[src/rtl/fetch_pkg.sv]
// fetch_pkg: shared types and constants for the instruction fetch slice.
//   fetch_state_t     fetch sequencer states
//   DEFAULT_RESET_PC  default first fetch address
//   NOP_INST          canonical RV32I NOP (addi x0, x0, 0)
//   branch_target()   redirect target: base + (imm << 1), wrap-around
package fetch_pkg;

  typedef enum logic [2:0] {
    BOOT  = 3'd0,
    RUN   = 3'd1,
    WAIT  = 3'd2,
    DRAIN = 3'd3,
    HALT  = 3'd4
  } fetch_state_t;

  localparam logic [31:0] DEFAULT_RESET_PC = 32'h0000_0000;
  localparam logic [31:0] NOP_INST         = 32'h0000_0013;

  // B-type immediates arrive unshifted; carry out of bit 31 is dropped.
  function automatic logic [31:0] branch_target(input logic [31:0] base,
                                                input logic [31:0] imm);
    return base + (imm << 1);
  endfunction

endpackage

[src/rtl/inst_fetch_unit_buffer.sv]
// fetch_buffer: BUF_DEPTH-entry FIFO of {pc, inst} pairs toward decode.
//   clk, rst_n          clock, asynchronous active-low reset
//   push, push_pc/inst  write an entry (ignored when full)
//   pop                 remove head entry (ignored when empty)
//   flush               empty the FIFO; overrides push and pop
//   full, empty, count  occupancy
//   head_pc, head_inst  head entry; holds its last value while empty
module fetch_buffer #(
  parameter  int unsigned BUF_DEPTH = 2,
  localparam int unsigned AW        = $clog2(BUF_DEPTH),
  localparam int unsigned CW        = AW + 1
) (
  input  logic          clk,
  input  logic          rst_n,
  input  logic          push,
  input  logic [31:0]   push_pc,
  input  logic [31:0]   push_inst,
  input  logic          pop,
  input  logic          flush,
  output logic          full,
  output logic          empty,
  output logic [CW-1:0] count,
  output logic [31:0]   head_pc,
  output logic [31:0]   head_inst
);

  logic [63:0]   mem [BUF_DEPTH];
  logic [AW-1:0] rd_ptr;
  logic [AW-1:0] wr_ptr;
  logic          do_push;
  logic          do_pop;

  assign full    = (count == CW'(BUF_DEPTH));
  assign empty   = (count == '0);
  assign do_push = push & ~full;
  assign do_pop  = pop & ~empty;

  assign {head_pc, head_inst} = mem[rd_ptr];

  always_ff @(posedge clk or negedge rst_n) begin
    if (!rst_n) begin
      rd_ptr <= '0;
      wr_ptr <= '0;
      count  <= '0;
      for (int unsigned i = 0; i < BUF_DEPTH; i++) begin
        mem[AW'(i)] <= '0;
      end
    end else if (flush) begin
      // Collapse onto the read pointer so the head outputs do not move.
      wr_ptr <= rd_ptr;
      count  <= '0;
    end else begin
      if (do_push) begin
        mem[wr_ptr] <= {push_pc, push_inst};
        wr_ptr      <= wr_ptr + 1'b1;
      end
      if (do_pop) begin
        rd_ptr <= rd_ptr + 1'b1;
      end
      case ({do_push, do_pop})
        2'b10:   count <= count + 1'b1;
        2'b01:   count <= count - 1'b1;
        default: count <= count;
      endcase
    end
  end

endmodule

[src/rtl/inst_fetch_unit.sv]
// inst_fetch_unit: RV32I fetch stage. Owns the PC, issues one word read at a
// time to instruction memory, buffers {pc, inst} toward decode, and applies
// taken-branch redirects (target = redir_base + (redir_imm << 1)).
//   clk, rst_n                    clock, asynchronous active-low reset
//   imem_req/addr/gnt             fetch request handshake
//   imem_rvalid/rdata             in-order read response
//   dec_valid/ready/inst/pc       decode-side head of buffer
//   redir_valid/base/imm          taken branch from decode / immgen
//   misalign                      sticky misaligned-target flag
// Build option INST_FETCH_MISALIGN_TRAP_EN: a misaligned redirect target sets
// misalign and halts fetch until reset. Otherwise target[1:0] is cleared and
// misalign is tied low.
module inst_fetch_unit
  import fetch_pkg::*;
#(
  parameter logic [31:0] RESET_PC  = DEFAULT_RESET_PC,
  parameter int unsigned BUF_DEPTH = 2
) (
  input  logic        clk,
  input  logic        rst_n,
  output logic        imem_req,
  output logic [31:0] imem_addr,
  input  logic        imem_gnt,
  input  logic        imem_rvalid,
  input  logic [31:0] imem_rdata,
  output logic        dec_valid,
  input  logic        dec_ready,
  output logic [31:0] dec_inst,
  output logic [31:0] dec_pc,
  input  logic        redir_valid,
  input  logic [31:0] redir_base,
  input  logic [31:0] redir_imm,
  output logic        misalign
);

  localparam int unsigned CW = $clog2(BUF_DEPTH) + 1;

  fetch_state_t  state_q, state_d;
  logic [31:0]   pc_q, pc_d;
  logic [31:0]   issued_q, issued_d;
  logic [31:0]   target;
  logic          accepted;
  logic          outstanding;
  logic          buf_push;
  logic          buf_flush;
  logic          buf_full;
  logic          buf_empty;
  logic [CW-1:0] buf_count;

`ifdef INST_FETCH_MISALIGN_TRAP_EN
  logic misalign_q, misalign_d;
  logic tgt_bad;

  assign target   = branch_target(redir_base, redir_imm);
  assign tgt_bad  = |target[1:0];
  assign misalign = misalign_q;
`else
  assign target   = branch_target(redir_base, redir_imm) & ~32'h3;
  assign misalign = 1'b0;
`endif

  // Request uses registered occupancy only: a same-cycle pop frees nothing.
  assign imem_req  = (state_q == RUN) && !buf_full;
  assign imem_addr = pc_q;
  assign accepted  = imem_req & imem_gnt;
  assign dec_valid = !buf_empty && (state_q != HALT);

  // A read is still in flight after this edge unless its data arrives now.
  assign outstanding = accepted ||
                       (((state_q == WAIT) || (state_q == DRAIN)) && !imem_rvalid);

  always_comb begin
    state_d   = state_q;
    pc_d      = pc_q;
    issued_d  = issued_q;
    buf_push  = 1'b0;
    buf_flush = 1'b0;
`ifdef INST_FETCH_MISALIGN_TRAP_EN
    misalign_d = misalign_q;
`endif

    case (state_q)
      BOOT: state_d = RUN;
      RUN: begin
        if (accepted) begin
          issued_d = pc_q;
          pc_d     = pc_q + 32'd4;
          state_d  = WAIT;
        end
      end
      WAIT: begin
        if (imem_rvalid) begin
          buf_push = 1'b1;
          state_d  = RUN;
        end
      end
      DRAIN: begin
        if (imem_rvalid) begin
`ifdef INST_FETCH_MISALIGN_TRAP_EN
          state_d = misalign_q ? HALT : RUN;
`else
          state_d = RUN;
`endif
        end
      end
      HALT:    state_d = HALT;
      default: state_d = BOOT;
    endcase

    // Redirect overrides the normal push/increment decided above; any read
    // still in flight is retired through DRAIN so its data never lands.
    if (redir_valid && (state_q != HALT)) begin
      buf_flush = 1'b1;
      buf_push  = 1'b0;
`ifdef INST_FETCH_MISALIGN_TRAP_EN
      if (tgt_bad) begin
        misalign_d = 1'b1;
        pc_d       = pc_q;
        state_d    = outstanding ? DRAIN : HALT;
      end else begin
        pc_d    = target;
        state_d = outstanding ? DRAIN : RUN;
      end
`else
      pc_d    = target;
      state_d = outstanding ? DRAIN : RUN;
`endif
    end
  end

  always_ff @(posedge clk or negedge rst_n) begin
    if (!rst_n) begin
      state_q  <= BOOT;
      pc_q     <= RESET_PC;
      issued_q <= '0;
`ifdef INST_FETCH_MISALIGN_TRAP_EN
      misalign_q <= 1'b0;
`endif
    end else begin
      state_q  <= state_d;
      pc_q     <= pc_d;
      issued_q <= issued_d;
`ifdef INST_FETCH_MISALIGN_TRAP_EN
      misalign_q <= misalign_d;
`endif
    end
  end

  fetch_buffer #(
    .BUF_DEPTH(BUF_DEPTH)
  ) u_buf (
    .clk      (clk),
    .rst_n    (rst_n),
    .push     (buf_push),
    .push_pc  (issued_q),
    .push_inst(imem_rdata),
    .pop      (dec_valid & dec_ready),
    .flush    (buf_flush),
    .full     (buf_full),
    .empty    (buf_empty),
    .count    (buf_count),
    .head_pc  (dec_pc),
    .head_inst(dec_inst)
  );

  occupancy_ok: assert property (@(posedge clk) disable iff (!rst_n)
    (buf_count <= CW'(BUF_DEPTH)) && (buf_full == (buf_count == CW'(BUF_DEPTH))));

endmodule
[config.mk]
export PLATFORM = sky130hd
export DESIGN_NAME = inst_fetch_unit
export DESIGN_NICKNAME = d
export VERILOG_FILES = /design/src/rtl/fetch_pkg.sv /design/src/rtl/inst_fetch_unit_buffer.sv /design/src/rtl/inst_fetch_unit.sv
export SDC_FILE = /design/constraint.sdc
export NUM_CORES = 1
export LEC_CHECK = 0
export BUFFER_PORTS_ARGS = -buffer_cell sky130_fd_sc_hd__buf_2
export CORE_ASPECT_RATIO = 0.7
export CORE_MARGIN = 4
export CORE_UTILIZATION = 45
export CTS_CLUSTER_SIZE = 16
export DETAILED_ROUTE_END_ITERATION = 8
export PLACE_DENSITY_LB_ADDON = 0.15
export REMOVE_ABC_BUFFERS = 1
export SLEW_MARGIN = 20
export SYNTH_ARGS = -nofsm -noshare
export SYNTH_HDL_FRONTEND = slang
export SYNTH_SLANG_ARGS = --single-unit
[constraint.sdc]
create_clock -name clk -period 4.6 [get_ports clk]
set_input_delay 0.92 -clock clk [delete_from_list [all_inputs] [get_ports clk]]
set_output_delay 0.92 -clock clk [all_outputs]
set_load 0.02 [all_outputs]
# Word-level counts from Yosys, hierarchy flattened
# Cells that the tools add are included.
[totals] register_bits=199 word_cells=80
[classes] mux=22 n_lt_le_gt_ge=3 add_sub_neg=6 eq_ne=10 n_reduce_logical=22 n_bitwise=9
[ops] cell="$mux 64" count=4
[ops] cell="$bwmux 128" count=1
[ops] cell="$mux 32" count=3
[ops] cell="$demux 64 s1" count=1
[ops] cell="$add 32x3->32 const B" count=1
[ops] cell="$add 32x32->32" count=1
[ops] cell="$pmux 3 s4" count=1
[ops] cell="$reduce_and 2->1" count=5
[ops] cell="$mux 3" count=3
[ops] cell="$eq 3x2->1 const B" count=2
[ops] cell="$mux 1" count=6
[ops] cell="$reduce_bool 2->1" count=3
[ops] cell="$logic_and 1x1->1" count=5
[ops] cell="$and 1x1->1" count=4
[ops] cell="$eq 2x2->1 const B" count=2
[ops] cell="$ge 2x2->1 const B" count=2
[ops] cell="$mux 2" count=2
[ops] cell="$not 1->2" count=2
[ops] cell="$pmux 2 s2" count=1
[ops] cell="$eq 3x1->1 const B" count=1
[ops] cell="$eq 3x3->1 const B" count=1
[ops] cell="$logic_not 1->1" count=3
[ops] cell="$logic_not 3->1" count=1
[ops] cell="$ne 3x1->1 const B" count=1
[ops] cell="other kinds (12)" count=16

# Longest topological paths before layout
# Gate-level depths: netlist (run 1).
[logic_depth] ltp_word=8 mapped_depth=10 depth_no_buf=10

# Hierarchy
# Synthesis (run 1) repeated with hierarchy kept, for this count alone.
[unflattened] cells_unflattened=921 area_unflattened_um2=10312.4
[modules_own_cells] module="fetch_buffer" seq_area_each_um2=3303.2 area_per_inst_um2=5749.3 cells_each=365 instances=1
[modules_own_cells] module="inst_fetch_unit" seq_area_each_um2=1576.5 area_per_inst_um2=4563.1 cells_each=556 instances=1

# Worst setup path before layout (run 1)
# OpenSTA, ideal clock, no wires.
[synth_timing] kind="input to register" from="input redir_base[24]" to="register pc_q[31], in the netlist imem_addr[31]" arrival_ns=2.682 setup_ns=0.137 stages=9 path_buffers=0 path_slack_ns=1.781 path_cell_list="ha_1 a21oi_1 nor2_1 a211o_1 a21o_1 a2111oi_0 a32oi_1 xnor2_1 a21oi_1"
[synth_between] elab_chain_cells=2
[synth_rtl] element="from (decl)" line="inst_fetch_unit.sv:31" text="input logic [31:0] redir_base,"
[synth_rtl] element="$add 32x32->32" line="fetch_pkg.sv:22" text="return base + (imm << 1);"
[synth_rtl] element="$mux 32" line="inst_fetch_unit.sv:112" text="if (redir_valid && (state_q != HALT)) begin"
[synth_rtl] element="to (signal assigned)" line="inst_fetch_unit.sv:141" text="pc_q <= pc_d;"
[synth_rtl] element="to (decl)" line="inst_fetch_unit.sv:39" text="logic [31:0] pc_q, pc_d;"
# No other way between the ends.
# A chain may end at the register's enable or synchronous reset.

# Worst setup path after layout (run 1)
[layout_timing] from="register u_buf.rd_ptr" to="output dec_inst[24]"
[layout_between] elab_chain_cells=4
[layout_rtl] element="from (decl)" line="inst_fetch_unit_buffer.sv:28" text="logic [AW-1:0] rd_ptr;"
[layout_rtl] element="from (signal assigned)" line="inst_fetch_unit_buffer.sv:58" text="rd_ptr <= rd_ptr + 1'b1;"
[layout_rtl] element="$not 1->2 (implied by the code)" line="inst_fetch_unit_buffer.sv:38" text="assign {head_pc, head_inst} = mem[rd_ptr];"
[layout_rtl] element="$mux 64 (implied by the code) (3 in series)" line="inst_fetch_unit_buffer.sv:38"
[layout_rtl] element="to (decl)" line="inst_fetch_unit.sv:28" text="output logic [31:0] dec_inst,"
# No other way between the ends. The select of a mux whose other input is x is not followed.

==> results of run 1 <==
## power breakdown
group          leakage, uW  switching (uW)  internal, uW
sequential         0.00249             366          2130
clock             0.000286             683           766
combinational      0.00329            1010           854
total              0.00606            2060          3750
## per-layer routing
layer,vias to the layer above,GRT usage [%]
met5,-,0
met4,0,4.39
met3,7,4.06
met2,186,26.8
met1,3327,28.7
li1,3604,-
## final timing paths
kind,start,cells after the start,endpoint,slack [ps]
setup / recovery,u_buf.rd_ptr,3,dec_inst[24],1460
hold / removal,u_buf.mem[52],1,u_buf.mem[52],490
setup reg to reg,u_buf.count[0],5,u_buf.mem[20],1900
hold reg to reg,u_buf.mem[52],1,u_buf.mem[52],490
max in group asynchronous,rst_n,2,u_buf.mem[114],3100
min in group asynchronous,rst_n,1,u_buf.mem[72],520
## kinds of logic (layout without fill, tap and decap cells)
kind of cell,count (synthesis),count (layout),synth area share [%]
compound gates,131,131,7.84
xor+xnor,56,56,4.86
fa+ha+maj,31,31,3.92
buf+inv,61,248,2.70
flops,191,191,47.3
mux,188,188,20.9
other cells,1,5,0.0371
simple gates,267,267,12.4
## worst max-delay path, stage by stage, from the launching register on
cell	delay, ps
dfrtp_2	880
buf_12	310
mux2_2	380
buf_2	160
## flip-flops by register name, summed over array words and instances (netlist names)
register,flops
issued_q,30
u_buf.wr_ptr,1
u_buf.rd_ptr,1
state_q,3
u_buf.count,2
u_buf.mem,124
imem_addr,30
## final cells by class
class | instances | share of cell area [%]
Inverter | 14 | 0.442
Sequential cell | 191 | 40.2
Multi-Input combinational cell | 678 | 42.6
Clock inverter | 15 | 1.26
Clock buffer | 17 | 3.58
Tap cell | 282 | 2.97
Timing Repair Buffer | 202 | 8.97
## synthesized netlist by cell type, drive strengths merged, types with 14 or more instances
library cell	number	area share, %
a21oi	49	2.4
clkbuf	23	0.85
o21ai	40	2.0
mux2	186	21
nor2	29	1.1
buf	24	1.3
nand2	148	5.5
dfrtp	191	47
xor2	22	1.9
xnor2	34	2.9
ha	30	3.7
nor3	14	0.74
nand3	22	1.1
inv	14	0.52
## metrics by stage
step | area, um2 | setup WS [ps] | util, % | power [uW] | instances
3_3_place_gp | 11300 | 1290 | 51.8 | 4370 | 1367
3_5_place_dp | 11300 | 1330 | 51.8 | 4420 | 1367
2_1_floorplan | 9890 | 477 | - | 3730 | 883
5_1_grt | 11900 | 1370 | 54.5 | 6180 | 1399
4_1_cts | 11900 | 1430 | 54.5 | 5890 | 1399
6_report | 11900 | 1460 | 54.5 | 5820 | 1399
==> reports/qor.yml, run 1 <==
critical_path:
  cp-start-kind: "flop"
  critPathCaptureType: "output pin"
  cp.required_ps: 3680
  critPathKind: "reg -> out"
  critical_path_arrival_ps: 2220
  crit_fanout: 37
synth:
  ys_ff_latch: 191
  syn_inst: 926
  synthArstFlopShare_pct: 100
  synthDistinctLibCells: 59
  synth-edff-count: 0
  synth-seq-area-share_pct: 47.3
  syn_avg_cell_area_um2: 10.9
  yosysWarnings: 0
  synth_area_um2: 10100
  synthFlopType: "dfrtp_1"
timing:
  hold_slack_ps: 489
  setup_viol: 0
  slew_violations: 0
  fin_crit_ps: 3140
  relSlewSlack_pct: 35.6
  worst_pin_slew_ps: 966
  timing.setup.tns_ps: 0
  fin_crit_sh_pct: 68.2
  fmax_ghz: 0.319
  hold_violations: 0
  rsz0062_at_grt: "false"
  finalClockSkew_ps: 12.8
route:
  initialDrtViolationCount: 303
  drt_first_pass_iters: 5
  met2_length_um: 9530
  met3_length_um: 1230
  wire_per_inst_um: 16.5
  drc: 0
  vias: 7124
  vias_per_cell: 5.09
  wl_met1_um: 12200
  ant_nets: 0
  highest_layer: "met4"
  finalWirelength_um: 23100
cts:
  path_clk_slew_ps: 80
  cts_sinks: 191
  cts_root_buf: "clkbuf_16"
  htree_levels: 4
  clkLatencyLatePin_ps: 430
  cts_hold_buf: 0
  clockBufferDepth: 2
  cts-resized-gates: 0
  cts_made_buffers: 17
  postCtsSetupBuffers: 0
  cts_tree: "yes"
cells_and_area:
  drive_gt1_share_pct: 33.3
  final_cell_mix: "buf_2 (192), dfrtp_1 (190), nand2_1 (148), mux2_2 (125), mux2_1 (61)"
  regArea_um2: 4780
  antenna_cells: 0
  nets: 1237
  multi_input_area_um2: 5070
  final_common_cell: "buf_2"
  n_fill_cell: 1991
  synthToLayoutAreaGrowth_pct: 17.8
floorplan:
  dieArea_um2: 24900
  dieHeight_um: 133
  num_rows: 45
  start_util_pct: 46.2
  io_pins: 201
  fp.dieW_um: 187
  core_um2: 21800
placement:
  place_congestion: 0.797
  dp_hpwl_um: 16500
  numPortBuffers: 193
global_routing:
  grtUsageTotal_pct: 18.6
  grt_first_pass_wirelength_um: 37900
  grt_remaining_overflow: 0
  antenna_found_initial: 0
  grt_start_max_net_pins: 80
  grt_pass1_vias: 7157
run:
  drv_cap: 0
run_status:
  run_status: "complete, no violations"
power_and_ir_drop:
  p_leak_uw: 0.00606
  ir_worst_vdd_v: 0.000230
  cellPowerDensity_nw_per_um2: 489
worst_hold_path:
  min_path_type: "reg -> reg"
Note: power is estimated with default switching activity, not from simulation.
==> inputs of run 2 (changes only) <==
- clock period: 4.6 -> 3.2 ns (I/O delays scaled with it)
==> run 2 against run 1 <==
  * Via count is 1.4% higher
  * Clock skew is 0.92 ps lower
  * Die area stayed put
  * Global-route usage is 0.18 points higher
  * First-iteration DRC count is 22% higher
  * Final cell count is 0.36% higher
  * Register-to-register slack worse by 1100 ps
  * Worst setup slack worse by 780 ps
  * Sequential power is 40% higher
  * Total power is 43% higher
  * Critical path depth is 7 higher
  * Wire length is 0.17% higher
  * Highest routed layer unchanged
==> reports/qor.yml, run 2 (same netlist as run 1, synthesis figures left out) <==
timing:
  slew_violations: 0
  setup_viol: 0
  hold_slack_ps: 187
  worst_pin_slew_ps: 950
  fin_crit_ps: 2520
  timing.setup.tns_ps: 0
  finalClockSkew_ps: 11.9
  rsz0062_at_grt: "false"
  relSlewSlack_pct: 36.7
  hold_violations: 0
  fmax_ghz: 0.397
  fin_crit_sh_pct: 78.8
critical_path:
  r2r_start: "u_buf.count[0]"
  critPathCaptureType: "flop"
  r2r_end: "u_buf.mem[118]"
  cp_top_family: "compound AO/OA/AOI/OAI gates"
  cp-startpoint: "redir_base[24]"
  crit_chain: "buf_2, ha_1, a21oi_1, nor2_1, a211o_1, a21o_1, a2111oi_0, a32oi_1, xnor2_1, a21oi_1"
  cp.required_ps: 3550
  cpPeakStageDelay_ps: 480
  critical_path_arrival_ps: 2870
  cp.depth: 10
  rrSetupSlack_ps: 770
  crit_slowest_cell: "a2111oi_0"
  crit_buf_inv: 1
  critPathKind: "in -> reg"
  cp-start-kind: "input port"
  crit_path_end: "imem_addr[31]"
  r2r_cells: 6
  critical_path.most_common_cell: "a21oi_1"
  crit_fanout: 6
cts:
  postCtsSetupBuffers: 0
  cts_root_buf: "clkbuf_16"
  cts_hold_buf: 0
  cts_sinks: 191
  clkLatencyLatePin_ps: 430
  cts-resized-gates: 0
  cts_made_buffers: 17
  path_clk_slew_ps: 70
  htree_levels: 4
  cts_tree: "yes"
  clockBufferDepth: 2
global_routing:
  grt_remaining_overflow: 0
  grt_pass1_vias: 7231
  grt_first_pass_wirelength_um: 38400
  grt_start_max_net_pins: 70
  antenna_found_initial: 0
  grtUsageTotal_pct: 18.8
cells_and_area:
  antenna_cells: 0
  drive_gt1_share_pct: 33.4
  largest_register: "u_buf.mem"
  synthToLayoutAreaGrowth_pct: 18.1
  regArea_um2: 4780
  fin_util_pct: 54.6
  final_common_cell: "buf_2"
  multi_input_area_um2: 5070
  nets: 1242
  largest_register_ffs: 124
  n_fill_cell: 1974
  final_cell_mix: "buf_2 (192), dfrtp_1 (190), nand2_1 (148), mux2_2 (125), mux2_1 (61)"
run:
  drv_cap: 0
route:
  drt_first_pass_iters: 4
  vias: 7222
  drc: 0
  initialDrtViolationCount: 370
  finalWirelength_um: 23100
  vias_per_cell: 5.14
  ant_nets: 0
  wire_per_inst_um: 16.5
floorplan:
  start_util_pct: 46.2
  io_pins: 201
  fp.dieW_um: 187
  core_um2: 21800
  dieArea_um2: 24900
  num_rows: 45
  dieHeight_um: 133
placement:
  numPortBuffers: 193
  dp_hpwl_um: 16400
  place_congestion: 0.830
worst_hold_path:
  min_path_type: "in -> async"
power_and_ir_drop:
  ir_worst_vdd_v: 0.000326
  p_leak_uw: 0.00608
  cellPowerDensity_nw_per_um2: 699
  finalPower_uw: 8330
run_status:
  run_status: "complete, no violations"
run 2: report_power, final:
group | switching [uW] | internal (uW)
combinational | 1540 | 1230
sequential | 443 | 3070
clock | 922 | 1120
run 2: how the worst min path moves through the flow:
stage                        startpoint             to  slack (ps)  cells past startpoint
after floorplan                   rst_n  imem_addr[10]         340                      0
after global placement    u_buf.mem[20]  u_buf.mem[20]         470                      1
after detailed placement  u_buf.mem[13]  u_buf.mem[13]         480                      1
after CTS                         rst_n   u_buf.mem[8]         210                      1
after global routing              rst_n   u_buf.mem[8]         230                      1
final                             rst_n   u_buf.mem[8]         190                      1
run 2: final cells by class:
class,instances,share of cell area [%]
Timing Repair Buffer,207,9.26
Sequential cell,191,40.1
Clock inverter,11,0.892
Multi-Input combinational cell,678,42.5
Clock buffer,21,3.86
Tap cell,282,2.96
Inverter,14,0.441
run 2: routing by layer:
layer / GRT usage (%) / routed length (um) / up-vias
met1: 28.7 / 12300 / 3407
met4: 3.24 / 156 / 0
li1: - / - / 3609
met2: 27.7 / 9610 / 195
met3: 4.48 / 1110 / 11
met5: 0 / 0 / -
run 2: worst register-to-register path: stages (launching register included):
cell      delay (ps)
dfrtp_1          440
nand2b_1         230
nor4b_4          160
buf_4            180
nand3b_1          90
buf_4            670
mux2_2           530
run 2: metrics by stage:
| step | cell area [um2] | setup slack (ps) | cells |
|---|---|---|---|
| after floorplan | 9890 | -837 | 883 |
| after global placement | 11400 | 251 | 1372 |
| after detailed placement | 11400 | 303 | 1372 |
| after CTS | 11900 | 732 | 1404 |
| after global routing | 11900 | 515 | 1404 |
| final | 11900 | 680 | 1404 |
==> inputs of run 3 (changes only) <==
- clock period: 3.2 -> 2.22 ns (I/O delays scaled with it)
==> run 3 against run 2 <==
  * Non-clock buffer count rose by 98
  * Clock skew up 1.7 ps
  * Global-route usage rose by 0.95 points
  * Worst setup slack worse by 590 ps
  * Total power up 51%
  * Sequential power increased by 43%
  * Die area stayed put
  * Wire length is 3.9% higher
==> reports/qor.yml, run 3 (same netlist as run 1, synthesis figures left out) <==
run_status:
  run_status: "complete, no violations"
cells_and_area:
  largest_register: "u_buf.mem"
  final_cell_area_um2: 12800
  final_common_cell: "buf_2"
  drive_gt1_share_pct: 39.7
  regArea_um2: 4780
  synthToLayoutAreaGrowth_pct: 27.2
  multi_input_area_um2: 5110
  largest_register_ffs: 124
  final_cell_mix: "buf_2 (192), dfrtp_1 (189), nand2_1 (148), mux2_2 (125), buf_4 (102)"
  fin_util_pct: 58.8
  finalNonFillerCells: 1502
  antenna_cells: 0
  nets: 1340
  n_fill_cell: 1935
timing:
  fin_crit_ps: 2130
  timing.setup.tns_ps: 0
  finalClockSkew_ps: 13.6
  hold_violations: 0
  fin_crit_sh_pct: 96.0
  slew_violations: 0
  hold_slack_ps: 235
  setup_viol: 0
  fmax_ghz: 0.469
critical_path:
  rrSetupSlack_ps: 160
  cp-startpoint: "u_buf.rd_ptr"
  cpPeakStageDelay_ps: 470
  critical_path_arrival_ps: 1690
  crit_fanout: 29
  r2r_start: "u_buf.count[1]"
  critPathCaptureType: "output pin"
  r2r_end: "imem_addr[31]"
  crit_chain: "buf_12, mux2_2, buf_2"
  crit_path_end: "dec_inst[25]"
  r2r_cells: 8
  critPathKind: "reg -> out"
  cp-start-kind: "flop"
  cp.required_ps: 1780
  crit_slowest_cell: "dfrtp_2"
placement:
  place_inst: 1467
  place_area_um2: 12200
  dp_hpwl_um: 17900
  numPortBuffers: 193
  place_congestion: 0.869
power_and_ir_drop:
  p_leak_uw: 0.00661
  cellPowerDensity_nw_per_um2: 978
  ir_worst_vdd_v: 0.000477
floorplan:
  dieArea_um2: 24900
  num_rows: 45
  io_pins: 201
  fp.dieW_um: 187
  start_util_pct: 46.2
  core_um2: 21800
  dieHeight_um: 133
route:
  finalWirelength_um: 24000
  initialDrtViolationCount: 346
  vias: 7604
  wire_per_inst_um: 16.0
  vias_per_cell: 5.06
  ant_nets: 0
  drc: 0
  drt_first_pass_iters: 4
cts:
  cts_made_buffers: 17
  clkLatencyLatePin_ps: 430
  cts_sinks: 191
  cts_root_buf: "clkbuf_16"
  path_clk_slew_ps: 80
  cts_tree: "yes"
  clockBufferDepth: 2
  htree_levels: 4
global_routing:
  antenna_found_initial: 0
  grtUsageTotal_pct: 19.8
  grt_first_pass_wirelength_um: 40400
  grt_start_max_net_pins: 68
  grt_remaining_overflow: 0
  grt_pass1_vias: 7812
worst_hold_path:
  min_path_type: "in -> reg"
  hp-start: "imem_rdata[9]"
run:
  drv_cap: 0
-- run 3: cell count changes in the layout (fill, tap and decap cells not counted), sizes merged --
cell         previous run  this run
bufinv                  1         2
clkbuf                 22        19
inv                    18        20
buf                   206       303
dlygate4sd3             0         1
-- run 3: layout make-up --
class	count	area share, %
multi-input combinational	678	39.8
sequential	191	37.2
timing repair buffer	305	15.0
clock buffer	18	3.42
tap	282	2.75
clock inverter	14	1.35
inverter	14	0.409
-- run 3: critical path: cells and delay by family (launching register included) --
| family | cells | cell delay (ps) |
|---|---|---|
| flip-flops | 1 | 470 |
| buffers and inverters | 2 | 380 |
| multiplexers | 1 | 370 |
-- run 3: worst min path at each step --
stage,end,slack [ps],depth (start not counted)
2_1_floorplan,imem_addr[10],150,0
3_3_place_gp,u_buf.mem[8],430,1
3_5_place_dp,u_buf.mem[77],420,1
4_1_cts,u_buf.mem[9],210,2
5_1_grt,u_buf.mem[77],210,2
6_report,u_buf.mem[9],230,2
-- run 3: timing repair --
item                       4_1_cts  5_1_grt
setup endpoints to repair        0       12
hold endpoints to repair        45        0
resized for setup                0       13
setup buffers                    0        2
hold buffers                     1        0
-- run 3: where the power goes --
part	switching, uW	leakage, uW	internal [uW]
sequential	592	0.00249	4430
clock	1390	0.000296	1740
combinational	2370	0.00383	2060
-- run 3: metal layers --
layer	wire length [um]	global-route usage (%)	vias up
met3	1270	4.45	25
met4	333	5.01	0
li1	-	-	3810
met5	0	0	-
met2	9780	28.1	199
met1	12700	30.4	3570
-- run 3: stage by stage --
stage	total power [uW]	worst slack, ps
floorplan	7740	-1820
global placement	9400	-334
detailed placement	9500	-371
CTS	12700	41.1
global route	13400	-14.6
finish	12600	89.4
